[src/rtl/skew_feed_ctrl.sv]
// Loads an NxN tile row by row, then streams it diagonally so that lane i
// trails lane 0 by i cycles, followed by a fixed drain period.
module skew_feed_ctrl #(
    parameter int N     = 4,
    parameter int W     = 4,
    parameter int DRAIN = 3
) (
    input  logic           clk,
    input  logic           rst_n,
    input  logic           start,
    input  logic           abort,
    input  logic           in_valid,
    output logic           in_ready,
    input  logic [N*W-1:0] in_row,
    output logic [N*W-1:0] lane_data,
    output logic [N-1:0]   lane_valid,
    output logic           busy,
    output logic           done
);

    localparam int RW = (N > 1) ? $clog2(N) : 1;
    localparam int KW = (N > 1) ? $clog2(2 * N - 1) : 1;
    localparam int DW = (DRAIN > 1) ? $clog2(DRAIN) : 1;

    localparam logic [RW-1:0] R_LAST = RW'(N - 1);
    localparam logic [KW-1:0] K_LAST = KW'(2 * N - 2);
    localparam logic [DW-1:0] D_LAST = DW'((DRAIN > 0) ? DRAIN - 1 : 0);

    typedef enum logic [2:0] {
        S_IDLE,
        S_LOAD,
        S_FEED,
        S_DRAIN,
        S_DONE
    } state_t;

    state_t          state, state_nx;
    logic [RW-1:0]   r, r_nx;
    logic [KW-1:0]   k, k_nx;
    logic [DW-1:0]   d, d_nx;
    logic            wr_en;
    logic [N-1:0][N*W-1:0] tile;

    always_ff @(posedge clk or negedge rst_n) begin
        if (!rst_n) begin
            state <= S_IDLE;
            r     <= '0;
            k     <= '0;
            d     <= '0;
        end else begin
            state <= state_nx;
            r     <= r_nx;
            k     <= k_nx;
            d     <= d_nx;
        end
    end

    // Tile storage is deliberately unreset; it is only read in FEED, after a full load.
    always_ff @(posedge clk) begin
        if (wr_en) tile[r] <= in_row;
    end

    always_comb begin
        state_nx = state;
        r_nx     = r;
        k_nx     = k;
        d_nx     = d;
        wr_en    = 1'b0;
        case (state)
            S_IDLE: begin
                if (start) state_nx = S_LOAD;
            end
            S_LOAD: begin
                if (in_valid) begin
                    wr_en = 1'b1;
                    if (r == R_LAST) begin
                        r_nx     = '0;
                        k_nx     = '0;
                        state_nx = S_FEED;
                    end else begin
                        r_nx = r + RW'(1);
                    end
                end
            end
            S_FEED: begin
                if (k == K_LAST) begin
                    k_nx     = '0;
                    d_nx     = '0;
                    state_nx = (DRAIN == 0) ? S_DONE : S_DRAIN;
                end else begin
                    k_nx = k + KW'(1);
                end
            end
            S_DRAIN: begin
                if (d == D_LAST) begin
                    d_nx     = '0;
                    state_nx = S_DONE;
                end else begin
                    d_nx = d + DW'(1);
                end
            end
            S_DONE: state_nx = S_IDLE;
            default: state_nx = S_IDLE;
        endcase
        // Abort overrides everything, including a coincident final row accept.
        if (abort) begin
            state_nx = S_IDLE;
            r_nx     = '0;
            k_nx     = '0;
            d_nx     = '0;
            wr_en    = 1'b0;
        end
    end

    // Diagonal decode: lane i shows row k-i while that row index is in range.
    always_comb begin
        int diff;
        diff       = 0;
        lane_data  = '0;
        lane_valid = '0;
        if (state == S_FEED) begin
            for (int i = 0; i < N; i++) begin
                diff = int'(k) - i;
                if (diff >= 0 && diff < N) begin
                    lane_valid[i]        = 1'b1;
                    lane_data[i*W +: W]  = tile[diff[RW-1:0]][i*W +: W];
                end
            end
        end
    end

    assign busy     = (state != S_IDLE);
    assign in_ready = (state == S_LOAD);
    assign done     = (state == S_DONE);

endmodule
[config.mk]
export PLATFORM = sky130hd
export DESIGN_NAME = skew_feed_ctrl
export DESIGN_NICKNAME = d
export VERILOG_FILES = /design/src/rtl/skew_feed_ctrl.sv
export SDC_FILE = /design/constraint.sdc
export NUM_CORES = 1
export LEC_CHECK = 0
export CORE_UTILIZATION = 45
export CTS_CLUSTER_DIAMETER = 80
export CTS_CLUSTER_SIZE = 25
export DETAILED_ROUTE_END_ITERATION = 16
export GPL_TIMING_DRIVEN = 0
export HOLD_SLACK_MARGIN = 0.1
export PLACE_DENSITY_LB_ADDON = 0.2
export SETUP_SLACK_MARGIN = 0.1
export SYNTH_ARGS = -nofsm -noshare
export SYNTH_HDL_FRONTEND = slang
export SYNTH_SLANG_ARGS = --single-unit
[constraint.sdc]
create_clock -name clk -period 2.15 [get_ports clk]
set_input_delay 0.43 -clock clk [delete_from_list [all_inputs] [get_ports clk]]
set_output_delay 0.43 -clock clk [all_outputs]
set_load 0.02 [all_outputs]
==> results.cfg, run 1 <==
[outcome]
status = finished with violations
violations = negative setup slack

[clocking]
cts.htree.levels = 3
clock_latency_ns = 0.35
ctsRootBufferMaster = clkbuf_8
holdBufCountCts = 0
cts_buffer_depth = 2
cts_tree = done
clk_pin_slew_ns = 0.08
cts_sinks = 74
cts_buffers = 9

[route]
routed.top_layer = met4
m1WireLength_mm = 2.798
drtAntennaViolNets = 0
drt_iter0_markers = 104
vias = 1916
drc = 0
met3_length_um = 252
wl_met2_mm = 3.240
vias_per_cell = 5.264
drtPass1Iterations = 4
wl_per_cell_um = 17.72
routed_wl_mm = 6.450

[global_route]
grt_max_degree = 17
grt.overflow.total = 0
grt_usage_pct = 18.67
grt_pass1_vias = 1928
grt_pass1_wl_mm = 9.908
antenna_found_initial = 0

[floorplanning]
die_h_um = 86.57
coreArea_um2 = 6869
start_util_pct = 46.85
fp-row-count = 30
die_area_um2 = 7494
die_w_um = 86.57
io_pins = 44

[sta]
slew_viol_final = 0
setup_violations = 18
slew_headroom_pct = 65.98
max_freq_ghz = 0.4274
hold_violations = 0
fin_crit_ns = 2.340
fin_skew_ns = 0.007029
period_share_pct = 108.8
worstMarginPinSlew_ns = 0.5088
setup_slack_ns = -0.1900
whs_ns = 0.3665
rsz0062_at_grt = yes

[synthesis]
ys_warn_count = 0
netlist_area_um2 = 3218
ys_seq_area_share_pct = 67.50
synth_edf_count = 64
ys_ff_latch = 74
synthArstFlopShare_pct = 13.51
synth_nets = 218
avgSynthCellArea_um2 = 17.21
yosysUniqueCellTypes = 37
netlist_instances = 187
ys.flop_type = edfxtp_1

[worst_setup_path]
crit_fanout = 5
crit_type = flip-flop to output port
ff2ff_setup_slack_ns = 0.36
crit_arrival_ns = 1.91
r2r_cells = 3
cp_data_required_time_ns = 1.72
end_kind = output port
r2r_end = tile[63]
startpoint_type = flip-flop
r2r-start = state[1]

[power]
power.density_nw_per_um2 = 669.8
pwr-share-comb_pct = 13.1
p_int_mw = 2.217
power_switching_mw = 0.7053
swShare_pct = 24.14
p_leak_nw = 1.630
ir_drop_mv = 0.4336
pwr-share-clk_pct = 32.2
p_seq_share_pct = 54.7
report.power.total_mw = 2.922

[layout]
antennaDiodeCount = 0
stdcell_area_um2 = 4363
postLayoutCoreUtil_pct = 63.52
drive_gt1_share_pct = 46.64
nNetsFinal = 294
fillers = 501
areaGrowthSynthToFinish_pct = 35.58

[worst_hold_path]
min_from = abort
holdCritPathClass = input pin to flip-flop
worst_hold_path.num_cells = 2
min_to = r[0]

[flow_run]
drv_cap = 0

[place]
dp_hpwl_mm = 3.824
port_buffers = 42
gp_congestion = 0.7850
dpl_cell_area_um2 = 3786
==> power by group through the flow <==
stage          sequential [mW]  clock, mW  combinational [mW]
5_1_grt                   1.60       1.01               0.411
4_1_cts                   1.60      0.948               0.368
2_1_floorplan             1.62          0               0.172
6_report                  1.60      0.942               0.382
3_3_place_gp              1.63          0               0.275
3_5_place_dp              1.63          0               0.278
==> area by class of cell <==
class / instances / area (µm²) / area share, %
timing repair buffer: 65 / 625.6 / 14.34
tap: 96 / 120.1 / 2.753
multi-input combinational: 93 / 1124 / 25.75
clock buffer: 9 / 123.9 / 2.839
sequential: 74 / 2175 / 49.84
buffer: 9 / 98.84 / 2.266
clock inverter: 7 / 45.04 / 1.032
inverter: 11 / 51.30 / 1.176
==> through the flow <==
stage                     setup TNS (ns)  setup slack [ns]  std cells
after global placement            -27.79           -0.6401        325
after CTS                         -2.048           -0.1978        359
after detailed placement          -27.12           -0.6552        325
after global routing              -2.956           -0.2353        364
after floorplan                        0            0.1366        187
final                             -2.062           -0.1900        364
==> metal layers <==
layer / track usage, % / vias to the layer above
met5: 0 / -
li1: - / 879
met4: 9.697 / 0
met3: 3.429 / 12
met1: 24.66 / 970
met2: 29.80 / 55
==> synth_stat cells, types with 2 or more instances <==
| library cell | count | area, µm² |
|---|---|---|
| a21oi_1 | 3 | 15.01 |
| dfrtp_1 | 10 | 250.2 |
| a211o_1 | 2 | 17.52 |
| and4bb_2 | 2 | 25.02 |
| nand2b_1 | 2 | 12.51 |
| and3_1 | 10 | 62.56 |
| ha_1 | 10 | 125.1 |
| buf_4 | 2 | 15.01 |
| nor4_1 | 2 | 12.51 |
| nand2_1 | 4 | 15.01 |
| nor2b_1 | 14 | 87.58 |
| buf_2 | 5 | 25.02 |
| mux4_2 | 16 | 360.4 |
| nor2_1 | 6 | 22.52 |
| mux2i_1 | 3 | 30.03 |
| clkbuf_1 | 2 | 7.510 |
| edfxtp_1 | 64 | 1922 |
| inv_1 | 10 | 37.54 |
| a22o_1 | 2 | 17.52 |
==> cells in the final DEF (no fill, tap or decap), types with 5 or more instances in the layout <==
cell,synthesis,final
edfxtp_1,64,64
buf_6,0,22
buf_4,2,20
clkdlybuf4s50_1,0,19
mux4_2,16,16
nor2b_4,0,10
clkbuf_8,0,10
dfrtp_1,10,8
ha_1,10,7
nor2_1,6,6
inv_1,10,5
==> worst max-delay path: stages, from the launching register on <==
cell and delay, ns:
dfrtp_2 0.45, buf_8 0.13, inv_4 0.03, ha_4 0.27
buf_8 0.12, mux4_2 0.29, nor2b_4 0.15, buf_6 0.12
==> repair_timing <==
item | CTS | global route
pin swaps | 8 | 5
gates cloned | 3 | 0
gates resized for setup | 164 | 19
buffers inserted | 15 | 6
setup endpoints to repair | 87 | 21
==> flip-flops by register name, summed over array words and instances, names as in the netlist <==
register	count
k	3
tile	64
state	3
r	2
d	2
==> cells by family after synthesis <==
kind of cell / count (synthesis) / synth area share (%)
multiplexers: 20 / 12.48
adder cells (fa/ha/maj): 10 / 3.888
buffers and inverters: 20 / 2.760
flip-flops: 74 / 67.50
AND/OR/NAND/NOR: 48 / 9.564
AO/OA/AOI/OAI: 14 / 3.538
XOR/XNOR: 1 / 0.2722
==> worst max-delay path by stage <==
stage,cells past startpoint,slack (ns),from,end
2_1_floorplan,6,0.14,k[1],lane_data[12]
3_5_place_dp,7,-0.66,k[1],lane_data[15]
5_1_grt,7,-0.24,k[0],lane_data[15]
3_3_place_gp,7,-0.64,k[1],lane_data[15]
4_1_cts,7,-0.20,k[0],lane_data[6]
6_report,7,-0.19,k[0],lane_data[15]
(Power assumes the default switching activity.)
==> inputs of run 2 (changes only) <==
Settings changed: ABC_CLOCK_PERIOD_IN_PS set to 2150, CELL_PAD_IN_SITES_DETAIL_PLACEMENT set to 1, CELL_PAD_IN_SITES_GLOBAL_PLACEMENT set to 1, CORE_UTILIZATION 45 to 41.
==> run 2 against run 1 <==
Compared with the run above:
- power increased by 6.9%
- cell count grew 0.82%
- register-to-register slack lost 0.09 ns
- sequential cell count unchanged
- the run still ends with negative setup slack left
- largest power group unchanged
- wire length rose by 8.9%
- largest cell class unchanged
- design area increased by 0.26%
- hold slack improved by 0.024 ns
- first-iteration DRC count fell by 6.7%
==> results.cfg, run 2 (synthesis results as in run 1) <==
[power]
report.power.total_mw = 3.125
ir_drop_mv = 0.3796
power.density_nw_per_um2 = 714.4
p_leak_nw = 1.648

[clocking]
ctsRootBufferMaster = clkbuf_8
cts_buffers = 9
cts.htree.levels = 3
clock_latency_ns = 0.35
cts_buffer_depth = 2
cts_sinks = 74
cts_tree = done
clk_pin_slew_ns = 0.07
holdBufCountCts = 0

[place]
dpl_cell_area_um2 = 3790
dp_hpwl_mm = 4.096
gp_congestion = 0.7222
port_buffers = 42
pre_cts_ws_ns = -0.6854

[route]
drt_iter0_markers = 97
wl_per_cell_um = 19.14
routed_wl_mm = 7.026
vias_per_cell = 5.172
drc = 0
drtPass1Iterations = 4
drtAntennaViolNets = 0
vias = 1898

[floorplanning]
die_w_um = 90.60
die_h_um = 90.60
start_util_pct = 43.44
die_area_um2 = 8207
fp-row-count = 31
coreArea_um2 = 7408
io_pins = 44

[global_route]
grt.overflow.total = 0
grt_pass1_wl_mm = 11.38
grt_max_degree = 17
grt_usage_pct = 18.96
antenna_found_initial = 0
grt_pass1_vias = 2049

[worst_setup_path]
ff2ff_setup_slack_ns = 0.27
r2r_end = tile[22]
cp-startpoint = k[0]
crit_slowest_cell = dfrtp_1
max_stage_delay_ns = 0.43
startpoint_type = flip-flop
path_cells = buf_6 -> buf_6 -> ha_4 -> and4b_1 -> o21ai_4 -> buf_6 -> nor2b_4 -> buf_6
crit_end = lane_data[13]
r2r-start = state[0]
crit_arrival_ns = 1.91
end_kind = output port
crit_type = flip-flop to output port
crit_fanout = 4
critPathMostFrequentCell = buf_6
r2r_cells = 4
cp_data_required_time_ns = 1.72

[layout]
final_common_cell = edfxtp_1
multi_input_area_um2 = 1101
top_regs = tile: 64 flops, k: 3 flops, state: 3 flops
drive_gt1_share_pct = 44.78
layout_common_cells = 64 x edfxtp_1, 19 x buf_6, 19 x clkdlybuf4s50_1
antennaDiodeCount = 0
regMostFlops = tile
postLayoutCoreUtil_pct = 59.04
largest_reg_flops = 64
register_area_um2 = 2173
stdcell_area_um2 = 4374
areaGrowthSynthToFinish_pct = 35.93
fillers = 684
nNetsFinal = 295

[sta]
setup_violations = 18
max_freq_ghz = 0.4267
rsz0062_at_grt = yes
whs_ns = 0.3904
setup_slack_ns = -0.1933
fin_skew_ns = 0.006761
slew_viol_final = 0
period_share_pct = 109.0
slew_headroom_pct = 67.67
hold_violations = 0
fin_crit_ns = 2.343
worstMarginPinSlew_ns = 0.4850

[worst_hold_path]
holdCritPathClass = input pin to flip-flop

[flow_run]
drv_cap = 0

[outcome]
violations = negative setup slack
status = finished with violations
## run 2: cell types whose count changed in the layout (fill, tap and decap cells not counted), sizes merged
cell and delta:
clkinvlp -3, bufinv +2, buf +1, clkbuf +1
dlygate4sd2 -1
## run 2: metrics by stage
stage | TNS (ns) | instances
after floorplan | 0 | 187
after global placement | -28.39 | 328
after detailed placement | -30.67 | 328
after CTS | -2.875 | 363
after global routing | -3.938 | 367
final | -2.642 | 367
## run 2: how the worst min path moves through the flow
stage	from	end	slack, ns	depth (start not counted)
after floorplan	rst_n	d[0]	0.13	0
after global placement	d[0]	d[0]	0.52	1
after detailed placement	d[0]	d[0]	0.54	1
after CTS	abort	r[1]	0.38	2
after global routing	abort	r[0]	0.40	2
final	abort	r[1]	0.39	2
## run 2: final cells by class
| class | count | share of cell area (%) |
|---|---|---|
| inverters | 11 | 1.287 |
| repair buffers | 67 | 14.22 |
| clock inverters | 6 | 1.859 |
| multi-input cells | 93 | 25.17 |
| plain buffers | 8 | 2.117 |
| clock buffers | 9 | 2.832 |
| flip-flops and latches | 74 | 49.69 |
| well taps | 99 | 2.832 |
## run 2: critical path, delay by kind of cell (launching register included)
kind                     cells  cell delay (ns)
buffers and inverters        4             0.55
flip-flops                   1             0.43
AND/OR/NAND/NOR              2             0.25
AO/OA/AOI/OAI                1             0.19
adder cells (fa/ha/maj)      1             0.16
## run 2: timing repair
| item | 4_1_cts | 5_1_grt |
|---|---|---|
| hold endpoints to repair | 0 | 0 |
| setup buffers | 19 | 5 |
| gates cloned | 1 | 0 |
| resized for setup | 150 | 19 |
| setup endpoints to repair | 87 | 21 |
| pin swaps | 6 | 6 |
## run 2: layer usage
layer / GRT usage, % / wire (µm) / up-vias
met5: 0 / 0 / -
met4: 7.661 / 120 / 0
met3: 4.125 / 213 / 9
met2: 32.13 / 3541 / 43
met1: 23.56 / 3150 / 964
li1: - / - / 882
## run 2: power by group
| part | switching, mW | internal (mW) | total [mW] |
|---|---|---|---|
| logic | 0.168 | 0.216 | 0.383 |
| registers | 0.0133 | 1.58 | 1.60 |
| clock network | 0.504 | 0.641 | 1.15 |
| total | 0.685 | 2.44 | 3.13 |
==> inputs of run 3 (changes only) <==
Settings changed: CAP_MARGIN set to 30.
==> results of run 3 <==
The final DEF is identical to that of run 2; final timing and power are the same.
